`src/rtl/hazard_issue_seq_pkg.sv`:
```
// Shared constants for the 8-bit RISC issue path: opcodes, registers, hazard record layout.
package risc8_pkg;

  localparam logic [1:0] LW   = 2'b11;
  localparam logic [1:0] SW   = 2'b10;
  localparam logic [1:0] ADD  = 2'b01;
  localparam logic [1:0] NOOP = 2'b00;

  localparam logic [2:0] R0 = 3'd0;
  localparam logic [2:0] R1 = 3'd1;
  localparam logic [2:0] R2 = 3'd2;
  localparam logic [2:0] R3 = 3'd3;
  localparam logic [2:0] R4 = 3'd4;
  localparam logic [2:0] R5 = 3'd5;
  localparam logic [2:0] R6 = 3'd6;
  localparam logic [2:0] R7 = 3'd7;

  localparam logic [1:0] HAZ_TAG_VALID = 2'b01;

  // Record byte is {src[2:0], dst[2:0], tag[1:0]}
  localparam int REC_W       = 8;
  localparam int REC_SRC_LSB = 5;
  localparam int REC_DST_LSB = 2;
  localparam int REC_TAG_LSB = 0;

  localparam logic [7:0] NOP_INSTR   = 8'h00;
  localparam int         DEFAULT_GAP = 3;

  // Byte idx of a 64-bit packet, index 0 in the top byte
  function automatic logic [7:0] field8(input logic [63:0] bits, input logic [2:0] idx);
    return bits[8*(7-int'(idx)) +: 8];
  endfunction

endpackage

```
`src/rtl/hazard_issue_seq_if.sv`:
```
// Issue-slot handshake between the sequencer (master) and the pipeline fetch (slave).
interface hazard_issue_seq_if;
  logic [7:0] out_instr;
  logic       out_valid;
  logic       out_ready;

  modport master (output out_instr, output out_valid, input out_ready);
  modport slave  (input out_instr, input out_valid, output out_ready);
endinterface

```
`src/rtl/hazard_issue_seq_matrix.sv`:
```
// Unpacks the eight hazard records into dep[consumer][producer], dropping empty or backward records.
module hazard_matrix
  import risc8_pkg::*;
(
  input  logic [63:0]          hazard_bits,
  output logic [7:0][7:0]      dep
);

  logic [7:0] rec;
  logic [2:0] src;
  logic [2:0] dst;
  logic [1:0] tag;

  always_comb begin
    dep = '0;
    rec = '0;
    src = '0;
    dst = '0;
    tag = '0;
    for (int k = 0; k < 8; k++) begin
      rec = hazard_bits[REC_W*(7-k) +: REC_W];
      src = rec[REC_SRC_LSB +: 3];
      dst = rec[REC_DST_LSB +: 3];
      tag = rec[REC_TAG_LSB +: 2];
      // A consumer can only depend on an earlier producer
      if (tag == HAZ_TAG_VALID && dst > src) dep[dst][src] = 1'b1;
    end
  end

endmodule

```
`src/rtl/hazard_issue_seq.sv`:
```
// Issues an 8-instruction packet one slot at a time, inserting NOP bubbles to honour hazard gaps.
// Optional macro HAZ_FORWARD_EN: EX/MEM forwarding, only lw producers stall (gap 2).
module hazard_issue_seq
  import risc8_pkg::*;
#(
  parameter int N_INSTR = 8,
  parameter int GAP     = DEFAULT_GAP,
  parameter int SLOT_W  = 5
) (
  input  logic                clk,
  input  logic                rst,
  input  logic                start,
  input  logic [63:0]         instr_bits,
  input  logic [63:0]         hazard_bits,
  hazard_issue_seq_if.master  iss,
  output logic                busy,
  output logic                done,
  output logic [SLOT_W-1:0]   bubble_cnt
);

  localparam logic [2:0] S_IDLE   = 3'd0;
  localparam logic [2:0] S_LOAD   = 3'd1;
  localparam logic [2:0] S_ISSUE  = 3'd2;
  localparam logic [2:0] S_BUBBLE = 3'd3;
  localparam logic [2:0] S_DONE   = 3'd4;

  logic [2:0]                   state, state_nxt;
  logic [63:0]                  instr_q, hazard_q;
  logic [3:0]                   j, j_nxt;
  logic [SLOT_W-1:0]            slot_cnt, slot_nxt;
  logic [SLOT_W-1:0]            ts     [N_INSTR];
  logic [SLOT_W-1:0]            ts_nxt [N_INSTR];
  logic [N_INSTR-1:0][N_INSTR-1:0] dep;
  logic                         fire;
  logic                         ready_nxt;
  logic                         launch;
  logic [SLOT_W:0]              need;
`ifdef HAZ_FORWARD_EN
  logic [1:0]                   opc;
`endif

  hazard_matrix u_matrix (
    .hazard_bits (hazard_q),
    .dep         (dep)
  );

  assign launch        = (state == S_IDLE) && start;
  assign iss.out_valid = (state == S_ISSUE) || (state == S_BUBBLE);
  assign iss.out_instr = (state == S_ISSUE) ? field8(instr_q, j[2:0]) : NOP_INSTR;
  assign fire          = iss.out_valid && iss.out_ready;
  assign busy          = (state == S_LOAD) || (state == S_ISSUE) || (state == S_BUBBLE);
  assign done          = (state == S_DONE);

  // Decide the next slot from the post-handshake counters so the choice is ready by the next edge
  always_comb begin
    j_nxt     = j;
    slot_nxt  = slot_cnt;
    ts_nxt    = ts;
    ready_nxt = 1'b1;
    need      = '0;
`ifdef HAZ_FORWARD_EN
    opc       = '0;
`endif
    if (fire) begin
      slot_nxt = slot_cnt + 1'b1;
      if (state == S_ISSUE) begin
        ts_nxt[j[2:0]] = slot_cnt;
        j_nxt          = j + 4'd1;
      end
    end
    for (int i = 0; i < N_INSTR; i++) begin
`ifdef HAZ_FORWARD_EN
      opc  = instr_q[8*(7-i)+6 +: 2];
      need = {1'b0, ts_nxt[i]} + ((opc == LW) ? (SLOT_W+1)'(2) : (SLOT_W+1)'(1));
`else
      need = {1'b0, ts_nxt[i]} + (SLOT_W+1)'(GAP);
`endif
      if (dep[j_nxt[2:0]][i] && ({1'b0, slot_nxt} < need)) ready_nxt = 1'b0;
    end
  end

  always_comb begin
    state_nxt = state;
    case (state)
      S_IDLE:   if (start) state_nxt = S_LOAD;
      S_LOAD:   state_nxt = ready_nxt ? S_ISSUE : S_BUBBLE;
      S_ISSUE,
      S_BUBBLE: begin
        if (fire) begin
          if (j_nxt == 4'(N_INSTR)) state_nxt = S_DONE;
          else                      state_nxt = ready_nxt ? S_ISSUE : S_BUBBLE;
        end
      end
      S_DONE:   state_nxt = S_IDLE;
      default:  state_nxt = S_IDLE;
    endcase
  end

  always_ff @(posedge clk) begin
    if (rst) begin
      state      <= S_IDLE;
      j          <= '0;
      slot_cnt   <= '0;
      bubble_cnt <= '0;
      for (int i = 0; i < N_INSTR; i++) ts[i] <= '0;
    end else begin
      state <= state_nxt;
      if (launch) begin
        j          <= '0;
        slot_cnt   <= '0;
        bubble_cnt <= '0;
        for (int i = 0; i < N_INSTR; i++) ts[i] <= '0;
      end else begin
        j        <= j_nxt;
        slot_cnt <= slot_nxt;
        ts       <= ts_nxt;
        if (fire && state == S_BUBBLE) bubble_cnt <= bubble_cnt + 1'b1;
      end
    end
  end

  // Packet capture: data path only, no reset
  always_ff @(posedge clk) begin
    if (launch) begin
      instr_q  <= instr_bits;
      hazard_q <= hazard_bits;
    end
  end

endmodule

```
`src/flat_wrapper.sv`:
```
// flat-port wrapper written by rule: the top's interface ports become plain ports
module hazard_issue_seq_flat import risc8_pkg::*;
#(
  parameter int N_INSTR = 8,
  parameter int GAP     = DEFAULT_GAP,
  parameter int SLOT_W  = 5
)
  (clk, rst, start, instr_bits, hazard_bits, busy, done, bubble_cnt, iss_out_instr, iss_out_valid, iss_out_ready);
  hazard_issue_seq_if iss_i ();
  input  logic clk;
  input  logic rst;
  input  logic start;
  input  logic [63:0] instr_bits;
  input  logic [63:0] hazard_bits;
  output logic busy;
  output logic done;
  output logic [SLOT_W-1:0] bubble_cnt;
  output wire logic [$bits(iss_i.out_instr)-1:0] iss_out_instr;
  output wire logic [$bits(iss_i.out_valid)-1:0] iss_out_valid;
  input wire logic [$bits(iss_i.out_ready)-1:0] iss_out_ready;
  assign iss_out_instr = iss_i.out_instr;
  assign iss_out_valid = iss_i.out_valid;
  assign iss_i.out_ready = iss_out_ready;
  hazard_issue_seq #(.N_INSTR(N_INSTR), .GAP(GAP), .SLOT_W(SLOT_W)) u_core (.clk(clk), .rst(rst), .start(start), .instr_bits(instr_bits), .hazard_bits(hazard_bits), .iss(iss_i), .busy(busy), .done(done), .bubble_cnt(bubble_cnt));
endmodule
```
`config.mk`:
```
export PLATFORM = sky130hd
export DESIGN_NAME = hazard_issue_seq_flat
export DESIGN_NICKNAME = d
export VERILOG_FILES = /design/src/rtl/hazard_issue_seq_pkg.sv /design/src/rtl/hazard_issue_seq_if.sv /design/src/rtl/hazard_issue_seq_matrix.sv /design/src/rtl/hazard_issue_seq.sv /design/src/flat_wrapper.sv
export SDC_FILE = /design/constraint.sdc
export NUM_CORES = 1
export LEC_CHECK = 0
export CAP_MARGIN = 20
export CORE_UTILIZATION = 50
export DETAILED_ROUTE_END_ITERATION = 12
export DONT_BUFFER_PORTS = 1
export SYNTH_ARGS = -nofsm -noshare
export SYNTH_HDL_FRONTEND = slang
export SYNTH_HIERARCHICAL = 1
export SYNTH_SLANG_ARGS = --single-unit
```
`constraint.sdc`:
```
create_clock -name clk -period 6.7 [get_ports clk]
set_input_delay 1.34 -clock clk [delete_from_list [all_inputs] [get_ports clk]]
set_output_delay 1.34 -clock clk [all_outputs]
set_load 0.02 [all_outputs]
```
==> results by group <==
Setup path
  • Worst Path Class, Setup: flip-flop to flip-flop
  • Startpoint Class: flip-flop
  • Arrival @ worst endpoint: between 5000 and 6000 ps
  • Crit path required time: 7080 ps
  • Critical path endpoint category: flip-flop
  • Worst Path Max Fanout: 19

Synth
  • Ys async rst share: 0%
  • Yosys Warn Count: 6
  • Cell taking the most area after synthesis: edfxtp_1
  • Mapped Area: 0.01405 mm^2
  • Synth top area share: roughly 27%
  • Dominant cells by area after synthesis: edfxtp_1, o22ai_1, dfxtp_1
  • Syn avg cell area: roughly 9 um^2
  • Syn_nets: about 1,700
  • Seq/Total Area, Yosys: between 30% and 40%
  • Library cells used by synthesis: 84
  • #FFs+latches synth: ~190
  • Commonest cells post-synth: o22ai_1, nor2_1, nand3_1
  • Gate Count Post-Synth: approximately 1,500
  • EDFF count, synth: approximately 130
  • Most common cell in the netlist: o22ai_1
  • Top_reg_cell synth: edfxtp_1

Job
  • Maxcap violations: 0

Global routing
  • Met2 usage: 55.45%
  • GRT overflow: 0
  • GR peak layer: met2
  • Vias in the first global route: ~13,000
  • M1 GR Usage: just over 50%
  • First-pass GRT wire length: ~80,000 um
  • GRT Total Usage: around two fifths
  • Met3 Use GR: between 10% and 20%
  • Largest net degree at the start of global routing: 75
  • Antenna violations before repair: 1

Route
  • 1st-pass router iterations: 8
  • Drt via density: between 7 and 8
  • DRC viols: 0
  • Detailed Route Iter0 Violations: roughly 2,000
  • Vias: 13,790
  • Routed wire length: approximately 55,000 um
  • Mean routed wirelength per cell: roughly 30 um
  • Final ANT Viol Nets: 0

STA
  • Tmin final: between 4000 and 5000 ps
  • Setup violators final: 0
  • Max_slew headroom: between 20 and 25%
  • Hold Vio Cnt, Final: 0
  • Fin Clk Skew: 13.56 ps
  • Slew Viols, Final: 0
  • Part of the cycle the worst path needs: approximately 73%
  • Achievable clock frequency: 204.9 MHz
  • RSZ-0062 raised after global routing: false
  • TNS Setup: 0 ps
  • Slew @ Worst Pin: 1128 ps

CTS
  • TritonCTS clock tree: built
  • # resized after CTS: 0
  • Clk sinks: approximately 190
  • TritonCTS Buffers: 17
  • Longest Clk Path Bufs: 2
  • H-tree Lvls: 4
  • Hold-fix buffers, CTS: 0
  • Skew-Pair Late Insertion Delay: between 400 and 500 ps
  • Number of post-CTS setup repair buffers: 0
  • CTS root buffer: clkbuf_16
  • Worst-path clk slew: approximately 90 ps

Min path
  • HP Class: flip-flop to flip-flop

Placed design
  • DP Wirelength: approximately 40,000 um
  • Gp weighted congestion: between 1 and 1.5
  • Input/output buffers: 0

Power and ir drop
  • Peak supply drop: approximately 0.32 mV
  • P_leak: about 5.3 nW
  • Pwr/cell area: 303.9 mW/mm^2
  • Tot Pwr: approximately 4.6 mW

Floorplan
  • Top-level I/O count: between 100 and 150
  • Die ar.: 0.02877 mm^2
  • Chip Height: around 170 um
  • Core region area: between 0.02 and 0.03 mm^2
  • Die Width: roughly 170 um
  • FP Rows: 60
  • Initial core utilization: 51.56%

Layout
  • P&R area growth vs syn: 6.884%
  • Final core utilization: 55.11%
  • Final nets: between 1,500 and 2,000
  • Fraction of layout cells with a size suffix above 1: a little under a tenth
  • Filler instances: about 2,500

Run status
  • Status: finished, final reports clean
## where the power goes
group / internal [mW] / switching [mW] / leakage, nW / total, mW
clock: 0.534 / 0.575 / 0.315 / 1.11
sequential: 1.55 / 0.236 / 1.69 / 1.78
combinational: 0.451 / 1.22 / 3.26 / 1.67
total: 2.53 / 2.03 / 5.26 / 4.56
## per-stage QoR
stage / setup WS [ps] / std cells / hold WS (ps) / area (um^2)
after floorplan: 898.5 / 1531 / 454.6 / 14050
after detailed placement: 1743 / 1848 / 482.3 / 14350
after global routing: 1675 / 1882 / 543.2 / 15010
after global placement: 1926 / 1848 / 484.9 / 14350
after CTS: 1968 / 1880 / 495.0 / 15000
final: 1819 / 1883 / 503.8 / 15020
## placed cells by master, fill, tap and decap left out, types with 6 or more instances in the layout
cell and n:
a2111oi_0 13, a211oi_1 18, a21oi_1 36, a221oi_1 7, a22o_1 6, and2_1 10, and3_1 15, buf_4 27
clkbuf_16 17, dfxtp_1 56, edfxtp_1 128, ha_1 67, inv_1 55, mux2_2 15, mux2i_1 67, mux4_2 12
nand2_1 77, nand2b_1 14, nand3_1 133, nand3b_1 8, nand4_1 43, nor2_1 149, nor2b_1 18, nor3_1 24
o2111ai_1 35, o21ai_0 37, o221ai_1 7, o22ai_1 183, or3_1 47, or4_1 37, xnor2_1 17, xor2_1 20
## per-layer routing
metal	share of wire [%]	wire length (um)	vias to the layer above
met5	0.047	26	-
met4	5.7	3177	2
li1	-	-	6006
met2	41	22750	996
met3	12	6810	222
met1	41	22590	6566
## state kept, by name, indices dropped and copies added (netlist names)
signal / cells
u_core/state: 3
u_core/ts: 40
u_core/bubble_cnt: 5
u_core/j: 4
u_core/hazard_q: 64
u_core/instr_q: 64
u_core/slot_cnt: 5
## worst paths after layout
check,slack [ps],from,cells after the start,end
worst max-delay path,1820,u_core/j[2],15,u_core/state[0]
worst min register to register,500,u_core/ts[39],2,u_core/ts[39]
worst max register to register,1820,u_core/j[2],15,u_core/state[0]
worst min-delay path,500,u_core/ts[39],2,u_core/ts[39]
## layout make-up
type,instances,area (um^2),share of cell area (%)
sequential,185,4986,33.20
clock inverter,15,231.5,1.541
inverter,56,210.2,1.400
antenna,1,2.502,0.01666
tap,372,465.4,3.099
clock buffer,17,425.4,2.833
multi-input combinational,1208,8481,56.47
timing repair buffer,29,215.2,1.433
## cells by family after synthesis
family                   synth area share [%]
AND/OR/NAND/NOR                         24.22
AO/OA/AOI/OAI                           19.46
flip-flops                              35.48
buffers and inverters                   4.479
multiplexers                            8.086
adder cells (fa/ha/maj)                 5.967
XOR/XNOR                                2.307
## worst max-delay path, cell delays in order, from the launching register on
cell and delay (ps):
dfxtp_1 670, buf_4 350, nor2b_1 700, and3_1 580
mux2i_1 190, ha_1 300, or3_1 350, nand3_1 80
o21ai_0 100, ha_1 210, a2111oi_0 330, a211oi_1 150
a221o_1 300, o31ai_1 250, a21oi_1 100, a21oi_1 130
Power figures use the tool's default switching activity.
